[config.mk]
export PLATFORM = sky130hd
export DESIGN_NAME = adc_spi_responder
export DESIGN_NICKNAME = d
export VERILOG_FILES = /design/src/rtl/adc_spi_responder.sv
export SDC_FILE = /design/constraint.sdc
export NUM_CORES = 1
export LEC_CHECK = 0
export CORE_ASPECT_RATIO = 1.25
export CORE_MARGIN = 1.5
export CORE_UTILIZATION = 50
export CTS_CLUSTER_DIAMETER = 150
export DETAILED_ROUTE_END_ITERATION = 7
export PLACE_DENSITY = 0.86
export SLEW_MARGIN = 20
export SYNTH_ARGS = -nofsm -noshare
export SYNTH_HDL_FRONTEND = slang
export SYNTH_SLANG_ARGS = --single-unit
[constraint.sdc]
create_clock -name clk -period 6.1 [get_ports clk]
set_input_delay 0.61 -clock clk [delete_from_list [all_inputs] [get_ports clk]]
set_output_delay 0.61 -clock clk [all_outputs]
set_load 0.03 [all_outputs]
[src/rtl/adc_spi_responder.sv]
// adc_spi_responder
//    Synthesizable model of the 12-bit, 8-channel SPI ADC at the far end of
//    the CONVST/SCK/SDI/SDO link. A CONVST rise samples the selected channel
//    and runs a timed conversion. The following SCK frame then shifts the
//    result out on SDO (MSB first, driven on falling edges) and takes a new
//    config word in from SDI (MSB first, sampled on the first CFG_W rising edges).
//
// Ports
//    clk        system clock
//    reset_n    asynchronous active-low reset
//    convst     conversion start; the rising edge is the event
//    spi_scl    SPI clock from the master, idles high
//    spi_sdi    config bits from the master
//    spi_sdo    result bits to the master
//    ch_data    packed channel samples, channel c at [c*DATA_W +: DATA_W]
//    busy       high while converting
//    cfg_word   last complete config word; top bits select the channel
//    cfg_valid  one-cycle pulse when cfg_word updates
//    frame_err  one-cycle pulse on a protocol violation
//    o_state    current FSM state (debug)
module adc_spi_responder #(
   parameter int DATA_W      = 12,
   parameter int CFG_W       = 6,
   parameter int NUM_CH      = 8,
   parameter int CONV_CYCLES = 80
) (
   input  logic                       clk,
   input  logic                       reset_n,
   input  logic                       convst,
   input  logic                       spi_scl,
   input  logic                       spi_sdi,
   output logic                       spi_sdo,
   input  logic [NUM_CH*DATA_W-1:0]   ch_data,
   output logic                       busy,
   output logic [CFG_W-1:0]           cfg_word,
   output logic                       cfg_valid,
   output logic                       frame_err,
   output logic [2:0]                 o_state
);

   localparam int SEL_W = $clog2(NUM_CH);
   localparam int CNT_W = $clog2(CONV_CYCLES);
   localparam int BIT_W = $clog2(DATA_W + 1);

   localparam logic [CNT_W-1:0] CNT_LOAD = CNT_W'(CONV_CYCLES - 1);
   localparam logic [CNT_W-1:0] CNT_ZERO = {CNT_W{1'b0}};
   localparam logic [CNT_W-1:0] CNT_ONE  = CNT_W'(1);
   localparam logic [BIT_W-1:0] BIT_ZERO = {BIT_W{1'b0}};
   localparam logic [BIT_W-1:0] BIT_ONE  = BIT_W'(1);
   localparam logic [BIT_W-1:0] BIT_MAX  = BIT_W'(DATA_W);
   localparam logic [BIT_W-1:0] BIT_LAST = BIT_W'(DATA_W - 1);
   localparam logic [BIT_W-1:0] CFG_BITS = BIT_W'(CFG_W);

   typedef enum logic [2:0] {
      ST_IDLE    = 3'd0,
      ST_CONVERT = 3'd1,
      ST_READY   = 3'd2,
      ST_SHIFT   = 3'd3,
      ST_DONE    = 3'd4
   } state_t;

   state_t              state_q, state_d;
   logic [2:0]          cv_sync_q, scl_sync_q;   // [0] first stage, [2] edge reference
   logic [CNT_W-1:0]    cnt_q, cnt_d;
   logic [DATA_W-1:0]   hold_q, hold_d;
   logic [DATA_W-1:0]   result_q, result_d;      // shifted left as bits leave
   logic [BIT_W-1:0]    fall_cnt_q, fall_cnt_d;
   logic [BIT_W-1:0]    rise_cnt_q, rise_cnt_d;
   logic [CFG_W-1:0]    cfg_sh_q, cfg_sh_d;
   logic [CFG_W-1:0]    cfg_word_q, cfg_word_d;
   logic                cfg_valid_q, cfg_valid_d;
   logic                frame_err_q, frame_err_d;
   logic                sdo_q, sdo_d;
   logic                busy_q, busy_d;

   logic                cv_rise_s, scl_rise_s, scl_fall_s;
   logic [SEL_W-1:0]    sel_s;
   logic [DATA_W-1:0]   ch_arr_s [NUM_CH];

   for (genvar c = 0; c < NUM_CH; c++) begin : g_ch
      assign ch_arr_s[c] = ch_data[c*DATA_W +: DATA_W];
   end

   assign sel_s      = cfg_word_q[CFG_W-1 -: SEL_W];
   assign cv_rise_s  =  cv_sync_q[1]  & ~cv_sync_q[2];
   assign scl_rise_s =  scl_sync_q[1] & ~scl_sync_q[2];
   assign scl_fall_s = ~scl_sync_q[1] &  scl_sync_q[2];

   // State register.
   always_ff @(posedge clk or negedge reset_n) begin
      if (!reset_n) begin
         state_q <= ST_IDLE;
      end else begin
         state_q <= state_d;
      end
   end

   // Next-state logic; a convst rise outside CONVERT always wins over SCK.
   always_comb begin
      state_d = state_q;
      case (state_q)
         ST_IDLE, ST_DONE: begin
            if (cv_rise_s) state_d = ST_CONVERT;
            else           state_d = state_q;
         end
         ST_CONVERT: begin
            if (cnt_q == CNT_ZERO) state_d = ST_READY;
            else                   state_d = ST_CONVERT;
         end
         ST_READY: begin
            if (cv_rise_s)       state_d = ST_CONVERT;
            else if (scl_fall_s) state_d = ST_SHIFT;
            else                 state_d = ST_READY;
         end
         ST_SHIFT: begin
            if (cv_rise_s)                                 state_d = ST_CONVERT;
            else if (scl_rise_s && rise_cnt_q == BIT_LAST) state_d = ST_DONE;
            else                                           state_d = ST_SHIFT;
         end
         default: state_d = ST_IDLE;
      endcase
   end

   // Datapath and next values of the registered outputs.
   always_comb begin
      cnt_d       = cnt_q;
      hold_d      = hold_q;
      result_d    = result_q;
      fall_cnt_d  = fall_cnt_q;
      rise_cnt_d  = rise_cnt_q;
      cfg_sh_d    = cfg_sh_q;
      cfg_word_d  = cfg_word_q;
      cfg_valid_d = 1'b0;
      frame_err_d = 1'b0;
      sdo_d       = sdo_q;
      busy_d      = busy_q;
      case (state_q)
         ST_IDLE, ST_DONE: begin
            sdo_d = 1'b0;
            if (cv_rise_s) begin
               hold_d = ch_arr_s[sel_s];
               cnt_d  = CNT_LOAD;
               busy_d = 1'b1;
            end else begin
               busy_d = 1'b0;
            end
         end
         ST_CONVERT: begin
            // A second convst is flagged but neither restarts nor reloads.
            frame_err_d = cv_rise_s;
            if (cnt_q == CNT_ZERO) begin
               result_d   = hold_q;
               busy_d     = 1'b0;
               fall_cnt_d = BIT_ZERO;
               rise_cnt_d = BIT_ZERO;
            end else begin
               cnt_d = cnt_q - CNT_ONE;
            end
         end
         ST_READY: begin
            if (cv_rise_s) begin
               frame_err_d = 1'b1;
               hold_d      = ch_arr_s[sel_s];
               cnt_d       = CNT_LOAD;
               busy_d      = 1'b1;
               sdo_d       = 1'b0;
            end else if (scl_fall_s) begin
               sdo_d      = result_q[DATA_W-1];
               result_d   = {result_q[DATA_W-2:0], 1'b0};
               fall_cnt_d = BIT_ONE;
            end else begin
               sdo_d = 1'b0;
            end
         end
         ST_SHIFT: begin
            if (cv_rise_s) begin
               // Aborted frame: the partial config word is discarded.
               frame_err_d = 1'b1;
               hold_d      = ch_arr_s[sel_s];
               cnt_d       = CNT_LOAD;
               busy_d      = 1'b1;
               sdo_d       = 1'b0;
            end else begin
               if (scl_fall_s && (fall_cnt_q < BIT_MAX)) begin
                  sdo_d      = result_q[DATA_W-1];
                  result_d   = {result_q[DATA_W-2:0], 1'b0};
                  fall_cnt_d = fall_cnt_q + BIT_ONE;
               end else begin
                  fall_cnt_d = fall_cnt_q;
               end
               if (scl_rise_s) begin
                  if (rise_cnt_q < CFG_BITS) cfg_sh_d = {cfg_sh_q[CFG_W-2:0], spi_sdi};
                  else                       cfg_sh_d = cfg_sh_q;
                  rise_cnt_d = rise_cnt_q + BIT_ONE;
                  if (rise_cnt_q == BIT_LAST) begin
                     cfg_word_d  = cfg_sh_q;
                     cfg_valid_d = 1'b1;
                     sdo_d       = 1'b0;
                  end else begin
                     cfg_word_d = cfg_word_q;
                  end
               end else begin
                  rise_cnt_d = rise_cnt_q;
               end
            end
         end
         default: begin
            sdo_d  = 1'b0;
            busy_d = 1'b0;
         end
      endcase
   end

   // Synchronisers, datapath registers and registered outputs.
   always_ff @(posedge clk or negedge reset_n) begin
      if (!reset_n) begin
         cv_sync_q   <= 3'b000;
         scl_sync_q  <= 3'b111;   // SCK idle level, so release is not seen as a fall
         cnt_q       <= CNT_ZERO;
         hold_q      <= {DATA_W{1'b0}};
         result_q    <= {DATA_W{1'b0}};
         fall_cnt_q  <= BIT_ZERO;
         rise_cnt_q  <= BIT_ZERO;
         cfg_sh_q    <= {CFG_W{1'b0}};
         cfg_word_q  <= {CFG_W{1'b0}};
         cfg_valid_q <= 1'b0;
         frame_err_q <= 1'b0;
         sdo_q       <= 1'b0;
         busy_q      <= 1'b0;
      end else begin
         cv_sync_q   <= {cv_sync_q[1:0], convst};
         scl_sync_q  <= {scl_sync_q[1:0], spi_scl};
         cnt_q       <= cnt_d;
         hold_q      <= hold_d;
         result_q    <= result_d;
         fall_cnt_q  <= fall_cnt_d;
         rise_cnt_q  <= rise_cnt_d;
         cfg_sh_q    <= cfg_sh_d;
         cfg_word_q  <= cfg_word_d;
         cfg_valid_q <= cfg_valid_d;
         frame_err_q <= frame_err_d;
         sdo_q       <= sdo_d;
         busy_q      <= busy_d;
      end
   end

   assign spi_sdo   = sdo_q;
   assign busy      = busy_q;
   assign cfg_word  = cfg_word_q;
   assign cfg_valid = cfg_valid_q;
   assign frame_err = frame_err_q;
   assign o_state   = state_q;

endmodule

==> flow_metrics.py <==
metrics = {
    "placement": {
        "gp_congestion": 0.9353,
        "dp_slack_ns": 3.691,
        "io_buffers": 113,
        "dp_cells": 473,
        "dpl.hpwl_um": 6477,
    },
    "critical_path": {
        "required_ns": 5.49,
        "critical_path.cell_chain": "clkdlybuf4s50_1",
        "crit_fanout": 26,
        "cp-start-kind": "flop",
        "crit_type": "reg -> out",
        "cp-end-kind": "primary output",
        "crit_slowest_cell": "dfrtp_1",
        "cpPeakStageDelay_ns": 1.00,
        "critical-path-top-delay-family": "flip-flops",
        "worstPathArrival_ns": 2.19,
        "cp.buffers_inverters": 1,
    },
    "sta": {
        "finalSetupViolCount": 0,
        "finalHoldViolations": 0,
        "layout_setup_ws_ns": 3.303,
        "rsz0062_at_grt": "no",
        "worstMarginPinSlew_ns": 1.008,
        "fmax_mhz": 357.6,
        "slew_viol_final": 0,
        "period_minus_slack_ns": 2.797,
        "skew_ns": 0.005575,
        "finalSetupTns_ns": 0,
        "relSlewSlack": 0.3281,
        "final.period_utilization": 0.4585,
    },
    "synthesis": {
        "ys_warn_count": 0,
        "synth_compound_area_frac": 0.1183,
        "avgSynthCellArea_um2": 11.99,
        "synth_simple_gate_area_frac": 0.1054,
        "synth_most_common_cell": "dfrtp_1",
        "synth-edff-count": 0,
        "synthTopCellsByArea": "dfrtp_1 44%, mux4_2 15%, mux2i_1 6.9%, o21ai_0 4.3%, mux2_2 3.9%",
        "synthArstFlopShare": 1.000,
        "synth_cell_types": 49,
        "synth_flop_cell": "dfrtp_1",
        "syn-instance-count": 292,
        "synth_top_cells_by_count": "61 x dfrtp_1, 30 x o21ai_0, 24 x mux2i_1, 24 x mux4_2, 23 x nand2_1",
        "ys_ff_latch": 64,
        "synthAdderAreaFrac": 0.01072,
        "synth_top_family_by_area": "multiplexers",
        "ys_seq_area_frac": 0.4585,
        "synthMuxAreaShare": 0.2659,
        "synth_area_um2": 3501,
        "syn_nets": 396,
        "synth_top_area_cell": "dfrtp_1",
        "synthXorXnorAreaFrac": 0.007505,
        "synth_top_area_share": 0.4360,
    },
    "global_route": {
        "grt_max_degree": 65,
        "grt_usage": 0.2416,
        "grt-ovfl-total": 0,
        "grt_pass1_vias": 2939,
        "antenna_found_initial": 0,
        "grt_pass1_wl_um": 13720,
    },
    "routing": {
        "via_per_inst": 5.738,
        "detail-route-antenna-nets": 0,
        "routedWlPerCell_um": 17.32,
        "drt_wl_total_um": 8471,
        "drc": 0,
        "vias": 2806,
        "drt-initial-drc-count": 179,
        "dr.pass1.iters": 4,
    },
    "cells_and_area": {
        "final_cells": 489,
        "syn_to_final_growth_pct": 38.24,
        "drive_gt1_frac": 0.1592,
        "antenna_cells": 0,
        "nets": 501,
        "fill_cells": 446,
    },
    "clock_tree": {
        "cts.sinks": 64,
        "numCtsBuffers": 9,
        "clockBufferDepth": 2,
        "htreeDepth": 3,
        "postCtsHoldBufs": 0,
        "clkLatencyLatePin_ns": 0.34,
        "cts_resized": 0,
        "cts_root_buf": "clkbuf_8",
        "cts_tree": "yes",
        "cts_setup_buffers": 0,
        "path_clk_slew_ns": 0.07,
    },
    "floorplanning": {
        "io_pins": 114,
        "die_height_um": 96.56,
        "die_area_um2": 7516,
        "die_w_um": 77.84,
        "core_area_um2": 6648,
        "num_rows": 33,
        "initial_core_util": 0.5266,
    },
    "power_and_ir_drop": {
        "leakage_nw": 2.003,
        "totalPowerFinal_mw": 1.246,
        "power_density_nw_per_um2": 257.5,
        "irDropWorstVdd_mv": 0.1348,
    },
    "status": {
        "status": "complete, no violations",
    },
    "run": {
        "drv_cap": 0,
    },
    "min_path": {
        "holdCritPathClass": "reg -> reg",
    },
}
-- state kept, by name, indices dropped and copies added (netlist names) --
name	flops
busy	1
cv_sync_q	3
hold_q	12
rise_cnt_q	4
spi_sdo	1
frame_err	1
cfg_word	6
scl_sync_q	3
fall_cnt_q	4
result_q	12
o_state	3
cfg_valid	1
cfg_sh_q	6
cnt_q	7
-- report_power, final --
group / internal, mW / leakage, nW / switching [mW] / total [mW]
Combinational: 0.163 / 1.08 / 0.138 / 0.301
Sequential: 0.521 / 0.827 / 0.0775 / 0.598
Clock: 0.186 / 0.0920 / 0.161 / 0.347
Total: 0.870 / 2.00 / 0.376 / 1.25
-- final timing paths --
| path | start | endpoint | slack, ns | cells after the start |
|---|---|---|---|---|
| hold / removal | cv_sync_q[0] | cv_sync_q[1] | 0.36 | 0 |
| setup reg to reg | cnt_q[0] | fall_cnt_q[0] | 3.65 | 6 |
| min in group asynchronous | reset_n | rise_cnt_q[1] | 0.43 | 2 |
| max in group asynchronous | reset_n | cnt_q[2] | 5.16 | 2 |
| hold reg to reg | cv_sync_q[0] | cv_sync_q[1] | 0.36 | 0 |
| setup / recovery | cfg_word[4] | cfg_word[4] | 3.30 | 1 |
-- final cells by class --
class                      instances  area, um2  area share
clock buffer                      10      127.6     0.02637
clock inverter                     6      60.06     0.01241
inverter                           3      11.26    0.002327
multi-input combinational        203       1778      0.3674
sequential                        64       1605      0.3317
tap                               87      108.9     0.02249
timing repair buffer             116       1149      0.2373
-- per-layer routing --
layer | wire length, um | part of all wire | GRT usage | up-vias
met5 | 0 | 0 | 0 | -
met2 | 4213 | 0.50 | 0.4014 | 128
li1 | - | - | - | 1305
met4 | 232 | 0.027 | 0.1106 | 0
met1 | 3321 | 0.39 | 0.2914 | 1351
met3 | 704 | 0.083 | 0.07230 | 22
-- logic make-up after synthesis --
logic type	Yosys count
AO/OA/AOI/OAI	69
flip-flops	64
multiplexers	61
AND/OR/NAND/NOR	67
buffers and inverters	25
adder cells (fa/ha/maj)	3
XOR/XNOR	3
-- cell usage in the layout, fill, tap and decap left out, drive strengths merged, types with 7 or more instances in the layout --
master / Yosys / layout
dfrtp: 61 / 61
o21ai: 40 / 40
clkdlybuf4s50: 0 / 112
mux2i: 24 / 24
a21oi: 7 / 7
clkbuf: 13 / 10
nand2: 23 / 23
mux2: 13 / 13
nor2: 10 / 10
mux4: 24 / 24
-- through the flow --
stage | hold WS [ns] | util | instance area (um2)
4_1_cts | 0.3589 | 0.7280 | 4840
2_1_floorplan | 0.3144 | - | 3501
3_5_place_dp | 0.3425 | 0.6998 | 4652
5_1_grt | 0.3621 | 0.7280 | 4840
6_report | 0.3555 | 0.7280 | 4840
3_3_place_gp | 0.3349 | 0.6998 | 4652
Note: power is estimated with default switching activity, not from simulation.
